$ cat src/rtl/timer_ctrl.sv
// timer_ctrl: memory-mapped controller for a prescaled up-counter timer.
//
// Registers (word index = byte addr[4:2]):
//   0 CTRL     [0] EN, [1] AUTO (auto-reload), [2] IE (irq enable)
//   1 PRESCALE tick period = PRESCALE+1 clocks
//   2 COMPARE  match period = COMPARE+1 ticks
//   3 COUNT
//   4 STATUS   [0] MATCH (sticky, W1C), [1] CAP (capture build only, W1C)
//   5 CAPTURE  (capture build only, otherwise reads 0)
//
// Ports:
//   clk    system clock
//   rst    asynchronous reset, active-low
//   sel    bus access strobe, one cycle per access
//   we     1 = write, 0 = read (valid with sel)
//   addr   word index
//   wdata  write data
//   rdata  registered read data, held between reads
//   ready  one-cycle pulse in the cycle after each sampled sel
//   irq    level interrupt, registered
//   cap_in capture strobe, used only when TIMER_CTRL_CAPTURE_EN is defined
//
// Build option: define TIMER_CTRL_CAPTURE_EN to add the input-capture block.
module timer_ctrl #(
  parameter int unsigned CNT_W = 32,
  parameter int unsigned PRE_W = 16
) (
  input  logic        clk,
  input  logic        rst,
  input  logic        sel,
  input  logic        we,
  input  logic [2:0]  addr,
  input  logic [31:0] wdata,
  output logic [31:0] rdata,
  output logic        ready,
  output logic        irq,
  input  logic        cap_in
);

  typedef enum logic [1:0] {IDLE, RUN, DONE} state_t;

  localparam logic [2:0] A_CTRL = 3'd0;
  localparam logic [2:0] A_PRE  = 3'd1;
  localparam logic [2:0] A_CMP  = 3'd2;
  localparam logic [2:0] A_CNT  = 3'd3;
  localparam logic [2:0] A_STAT = 3'd4;

  state_t           state, state_nx;
  logic             en, auto_rl, ie;
  logic [PRE_W-1:0] prescale, pre_cnt;
  logic [CNT_W-1:0] compare, count;
  logic             match;
  logic             ctrl_wr, pre_wr, cmp_wr, count_wr, status_wr;
  logic             tick, hit;
  logic [31:0]      rd_mux;

  always_comb begin
    ctrl_wr   = sel && we && (addr == A_CTRL);
    pre_wr    = sel && we && (addr == A_PRE);
    cmp_wr    = sel && we && (addr == A_CMP);
    count_wr  = sel && we && (addr == A_CNT);
    status_wr = sel && we && (addr == A_STAT);
    tick      = (state == RUN) && (pre_cnt == prescale);
    // A software COUNT write swallows the tick, so no compare happens then.
    hit       = tick && !count_wr && (count == compare);
  end

`ifdef TIMER_CTRL_CAPTURE_EN
  localparam logic [2:0] A_CAP = 3'd5;

  logic [1:0]       cap_sync;
  logic             cap_prev;
  logic             cap_flag;
  logic [CNT_W-1:0] capture;

  always_ff @(posedge clk or negedge rst) begin
    if (!rst) begin
      cap_sync <= '0;
      cap_prev <= 1'b0;
      cap_flag <= 1'b0;
      capture  <= '0;
    end else begin
      cap_sync <= {cap_sync[0], cap_in};
      cap_prev <= cap_sync[1];
      if (cap_sync[1] && !cap_prev) begin
        capture  <= count;
        cap_flag <= 1'b1;
      end else if (status_wr && wdata[1]) begin
        cap_flag <= 1'b0;
      end
    end
  end
`else
  logic cap_flag;
  logic unused_cap;
  assign cap_flag   = 1'b0;
  assign unused_cap = cap_in;
`endif

  always_ff @(posedge clk or negedge rst) begin
    if (!rst) state <= IDLE;
    else      state <= state_nx;
  end

  always_comb begin
    state_nx = state;
    case (state)
      IDLE, DONE: if (ctrl_wr && wdata[0]) state_nx = RUN;
      RUN: begin
        if (ctrl_wr)                state_nx = wdata[0] ? RUN : IDLE;
        else if (hit && !auto_rl)   state_nx = DONE;
      end
      default: state_nx = IDLE;
    endcase
  end

  always_ff @(posedge clk or negedge rst) begin
    if (!rst) begin
      en       <= 1'b0;
      auto_rl  <= 1'b0;
      ie       <= 1'b0;
      prescale <= '0;
      compare  <= '0;
      count    <= '0;
      pre_cnt  <= '0;
      match    <= 1'b0;
    end else begin
      if (ctrl_wr) begin
        en      <= wdata[0];
        auto_rl <= wdata[1];
        ie      <= wdata[2];
      end else if (hit && !auto_rl) begin
        en <= 1'b0;
      end
      if (pre_wr) prescale <= wdata[PRE_W-1:0];
      if (cmp_wr) compare  <= wdata[CNT_W-1:0];

      if (count_wr)  count <= wdata[CNT_W-1:0];
      else if (hit)  count <= '0;
      else if (tick) count <= count + CNT_W'(1);

      // Cleared on the edge that leaves RUN so it reads 0 in IDLE/DONE.
      if (state != RUN || state_nx != RUN || tick) pre_cnt <= '0;
      else                                         pre_cnt <= pre_cnt + PRE_W'(1);

      if (hit)                         match <= 1'b1;
      else if (status_wr && wdata[0])  match <= 1'b0;
    end
  end

  always_comb begin
    rd_mux = '0;
    case (addr)
      A_CTRL: rd_mux = {29'b0, ie, auto_rl, en};
      A_PRE:  rd_mux = 32'(prescale);
      A_CMP:  rd_mux = 32'(compare);
      A_CNT:  rd_mux = 32'(count);
      A_STAT: rd_mux = {30'b0, cap_flag, match};
`ifdef TIMER_CTRL_CAPTURE_EN
      A_CAP:  rd_mux = 32'(capture);
`endif
      default: rd_mux = '0;
    endcase
  end

  always_ff @(posedge clk or negedge rst) begin
    if (!rst) begin
      ready <= 1'b0;
      rdata <= '0;
      irq   <= 1'b0;
    end else begin
      ready <= sel;
      if (sel && !we) rdata <= rd_mux;
      irq <= (match | cap_flag) & ie;
    end
  end

endmodule
$ cat config.mk
export PLATFORM = sky130hd
export DESIGN_NAME = timer_ctrl
export DESIGN_NICKNAME = d
export VERILOG_FILES = /design/src/rtl/timer_ctrl.sv
export SDC_FILE = /design/constraint.sdc
export NUM_CORES = 1
export LEC_CHECK = 0
export BUFFER_PORTS_ARGS = -buffer_cell sky130_fd_sc_hd__buf_2
export CORE_UTILIZATION = 45
export CTS_CLUSTER_SIZE = 14
export DETAILED_ROUTE_END_ITERATION = 8
export HOLD_SLACK_MARGIN = 0.06
export PLACE_DENSITY = 0.75
export SLEW_MARGIN = 20
export SYNTH_ARGS = -nofsm -noshare
export SYNTH_HDL_FRONTEND = slang
export SYNTH_SLANG_ARGS = --single-unit
$ cat constraint.sdc
create_clock -name clk -period 2.35 [get_ports clk]
set_input_delay 0.1175 -clock clk [delete_from_list [all_inputs] [get_ports clk]]
set_output_delay 0.1175 -clock clk [all_outputs]
set_load 0.05 [all_outputs]
==> results.md <==
- Seq pwr share: 40.1%
- Die X-Extent: 128 um
- Fin crit period: 2.41 ns
- IO buf count: 72
- Die Ht: 128 um
- Wire per inst: 18.2 um
- Worst Setup End Kind: register
- Synth Register Bits: 136
- Synth cell count leaders: dfrtp_1, nand2_1, mux2_2, nor2_1, o21ai_0
- Starting Density: 46.5%
- CTS Root Cell: clkbuf_16
- Post-Synthesis Cell Area: 0.00712 mm2
- Max-slew headroom: 54.8%
- Vias: 6,097
- WS Path Type: reg -> reg
- CP arrival: 2.77 ns
- Bufs on Longest Clock Path: 2
- Fin crit share: 102%
- Placed inst area: 0.00807 mm2
- Synth top area share: 47.8%
- Clock net sink count: 136
- Max_cap viols: 0
- Clk pwr share: 33.9%
- Drt first pass iters: 5
- Die ar.: 0.0163 mm2
- Worst-path clk slew: 0.06 ns
- Startpoint types: register
- WP data required: 2.71 ns
- Post-synthesis sequential area ratio: 47.8%
- Critical-path maximum fanout: 6
- Share of cells above drive strength 1: 29.8%
- Initial antenna violation count: 0
- Most common cell in the netlist: dfrtp_1
- Pre-CTS setup slack: -0.0839 ns
- H-Tree Depth: 4
- Gate power share: 26.0%
- Fill count: 1,290
- Fmax achieved: 416 MHz
- Synth Warn #: 0
- Worst setup margin: -0.0566 ns
- VDD IR-drop max: 0.612 mV
- Number of synthesized flops with an enable pin: 0
- Clock latency on the worst-skew pair: 0.43 ns
- Post-synthesis cell type count: 46
- Design area: 0.00921 mm2
- Area grow syn2layout: 29.3%
- Hold Vio Cnt, Final: 0
- CTS tree: yes
- Top_reg_cell synth: dfrtp_1
- Worst min-delay path category: in -> async
- Mapped Nets: 748
- Number of setup violations in the final report: 18
- Antenna cell count: 0
- Status: finished with violations
- Synth Instances: 706
- PD cells: 849 mW/mm2
- Worst slew pin tran: 0.678 ns
- Sw frac: 33.0%
- Initial DRC Count: 440
- Failing checks: setup timing
- Number of global-route vias before repair: 5,947
- Avg Vias per Cell: 5.66
- Fin Clk Skew: 0.00805 ns
- Ports: 74
- Core Area: 0.0153 mm2
- First-pass GRT wire length: 31,200 um
- Synth area leaders: dfrtp_1, mux2_2, xor2_1
- Power Total: 7.82 mW
- Leak Pwr: 4.01 nW
- # rows: 45
- Pins Over Slew Limit: 0
- Final Net Count: 895
- Pin count of the biggest net entering global routing: 60
- CTS Buf Count: 17
- Internal power: 5.24 mW
- Switching power: 2.58 mW
- Unrepaired setup endpoints after global routing: yes
- GRT Total Usage: 25.2%
- Total wire length: 19,600 um
- Gpl congestion: 0.901
- Routed Antenna Nets: 0
- Synth area leader: dfrtp_1
- Global route total overflow: 0
- FFs w/ async S/R, synth: 100%
- Synth Area per Inst: 10.1 um2
- Remaining DRCs: 0
- HPWL after DPL: 13,200 um
-- per-stage QoR --
stage          cells  hold slack [ns]  TNS [ns]  utilization [%]
2_1_floorplan    706           -0.178         0                -
3_3_place_gp    1002           0.0858    -0.252             52.7
3_5_place_dp    1002           0.0813     -1.63             52.7
4_1_cts         1076            0.197  -0.00851             59.2
5_1_grt         1077            0.240     -4.89             60.1
6_report        1077            0.188    -0.364             60.1
-- state kept, by name (all words and copies together) (netlist names), 2 cells and up --
name and flops:
state 2, pre_cnt 16, compare 32, prescale 16, rdata 32, count 32
-- power groups by stage --
stage          sequential [mW]  combinational [mW]  clock [mW]
6_report                  3.13                2.03        2.65
5_1_grt                   3.19                2.19        2.76
4_1_cts                   3.13                1.96        2.67
3_5_place_dp              3.16                1.88           0
3_3_place_gp              3.15                1.84           0
2_1_floorplan             3.31                1.00           0
-- layer usage --
layer	vias up	share of wire (%)	track usage (%)	wire length, um
li1	2832	-	-	-
met1	3011	44	33.3	8580
met2	211	48	40.3	9450
met3	43	5.2	5.09	1020
met4	0	2.8	11.0	541
met5	-	0	0	0
-- logic make-up after synthesis --
| group | Yosys count | share of synthesized area [%] |
|---|---|---|
| AND/OR/NAND/NOR | 242 | 17.1 |
| flip-flops | 136 | 47.8 |
| AO/OA/AOI/OAI | 131 | 11.0 |
| multiplexers | 83 | 13.3 |
| XOR/XNOR | 62 | 7.62 |
| buffers and inverters | 50 | 2.81 |
| adder cells (fa/ha/maj) | 2 | 0.351 |
-- repair_timing --
action | 4_1_cts | 5_1_grt
setup buffers | 5 | 2
hold buffers | 37 | 0
gates resized for setup | 4 | 26
pin swaps | 6 | 28
endpoints found under the setup margin | 35 | 51
endpoints found under the hold margin | 133 | 0
-- worst paths after layout --
kind | start | end | slack (ns) | cells past startpoint
setup / recovery | pre_cnt[12]$_DFF_PN0_ | count[30]$_DFFE_PN0P_ | -0.06 | 7
hold / removal | rst | compare[30]$_DFFE_PN0P_ | 0.19 | 2
setup reg to reg | pre_cnt[12]$_DFF_PN0_ | count[30]$_DFFE_PN0P_ | -0.06 | 7
hold reg to reg | rdata[8]$_DFFE_PN0P_ | rdata[8]$_DFFE_PN0P_ | 0.47 | 2
max in group asynchronous | rst | pre_cnt[9]$_DFF_PN0_ | 1.40 | 3
min in group clk | addr[0] | rdata[4]$_DFFE_PN0P_ | 0.32 | 3
-- area by class of cell --
| type | instances | area (um2) | share of cell area, % |
|---|---|---|---|
| Tap cell | 211 | 264 | 2.87 |
| Timing Repair Buffer | 174 | 1300 | 14.1 |
| Clock inverter | 12 | 125 | 1.36 |
| Inverter | 4 | 15.0 | 0.163 |
| Clock buffer | 20 | 457 | 4.96 |
| Sequential cell | 136 | 3410 | 37.0 |
| Multi-Input combinational cell | 520 | 3640 | 39.5 |
-- critical path, stage by stage (launching register included) --
cell	delay, ns
dfrtp_1	0.42
xor2_1	0.18
nor4_2	0.30
nand2_1	0.12
or4_4	0.59
nor2_8	0.18
or4b_1	0.45
nand3_1	0.10
-- placed cells by master (no fill, tap or decap), types with 18 or more instances in the layout --
cell and instances:
dfrtp_1 134, buf_4 55, nand3_1 18, a31oi_1 27, nor2_1 58, o21ai_0 58, mux2_2 63, nand2_1 72
buf_2 71, dlygate4sd3_1 37, xor2_1 48
Power figures use the tool's default switching activity.
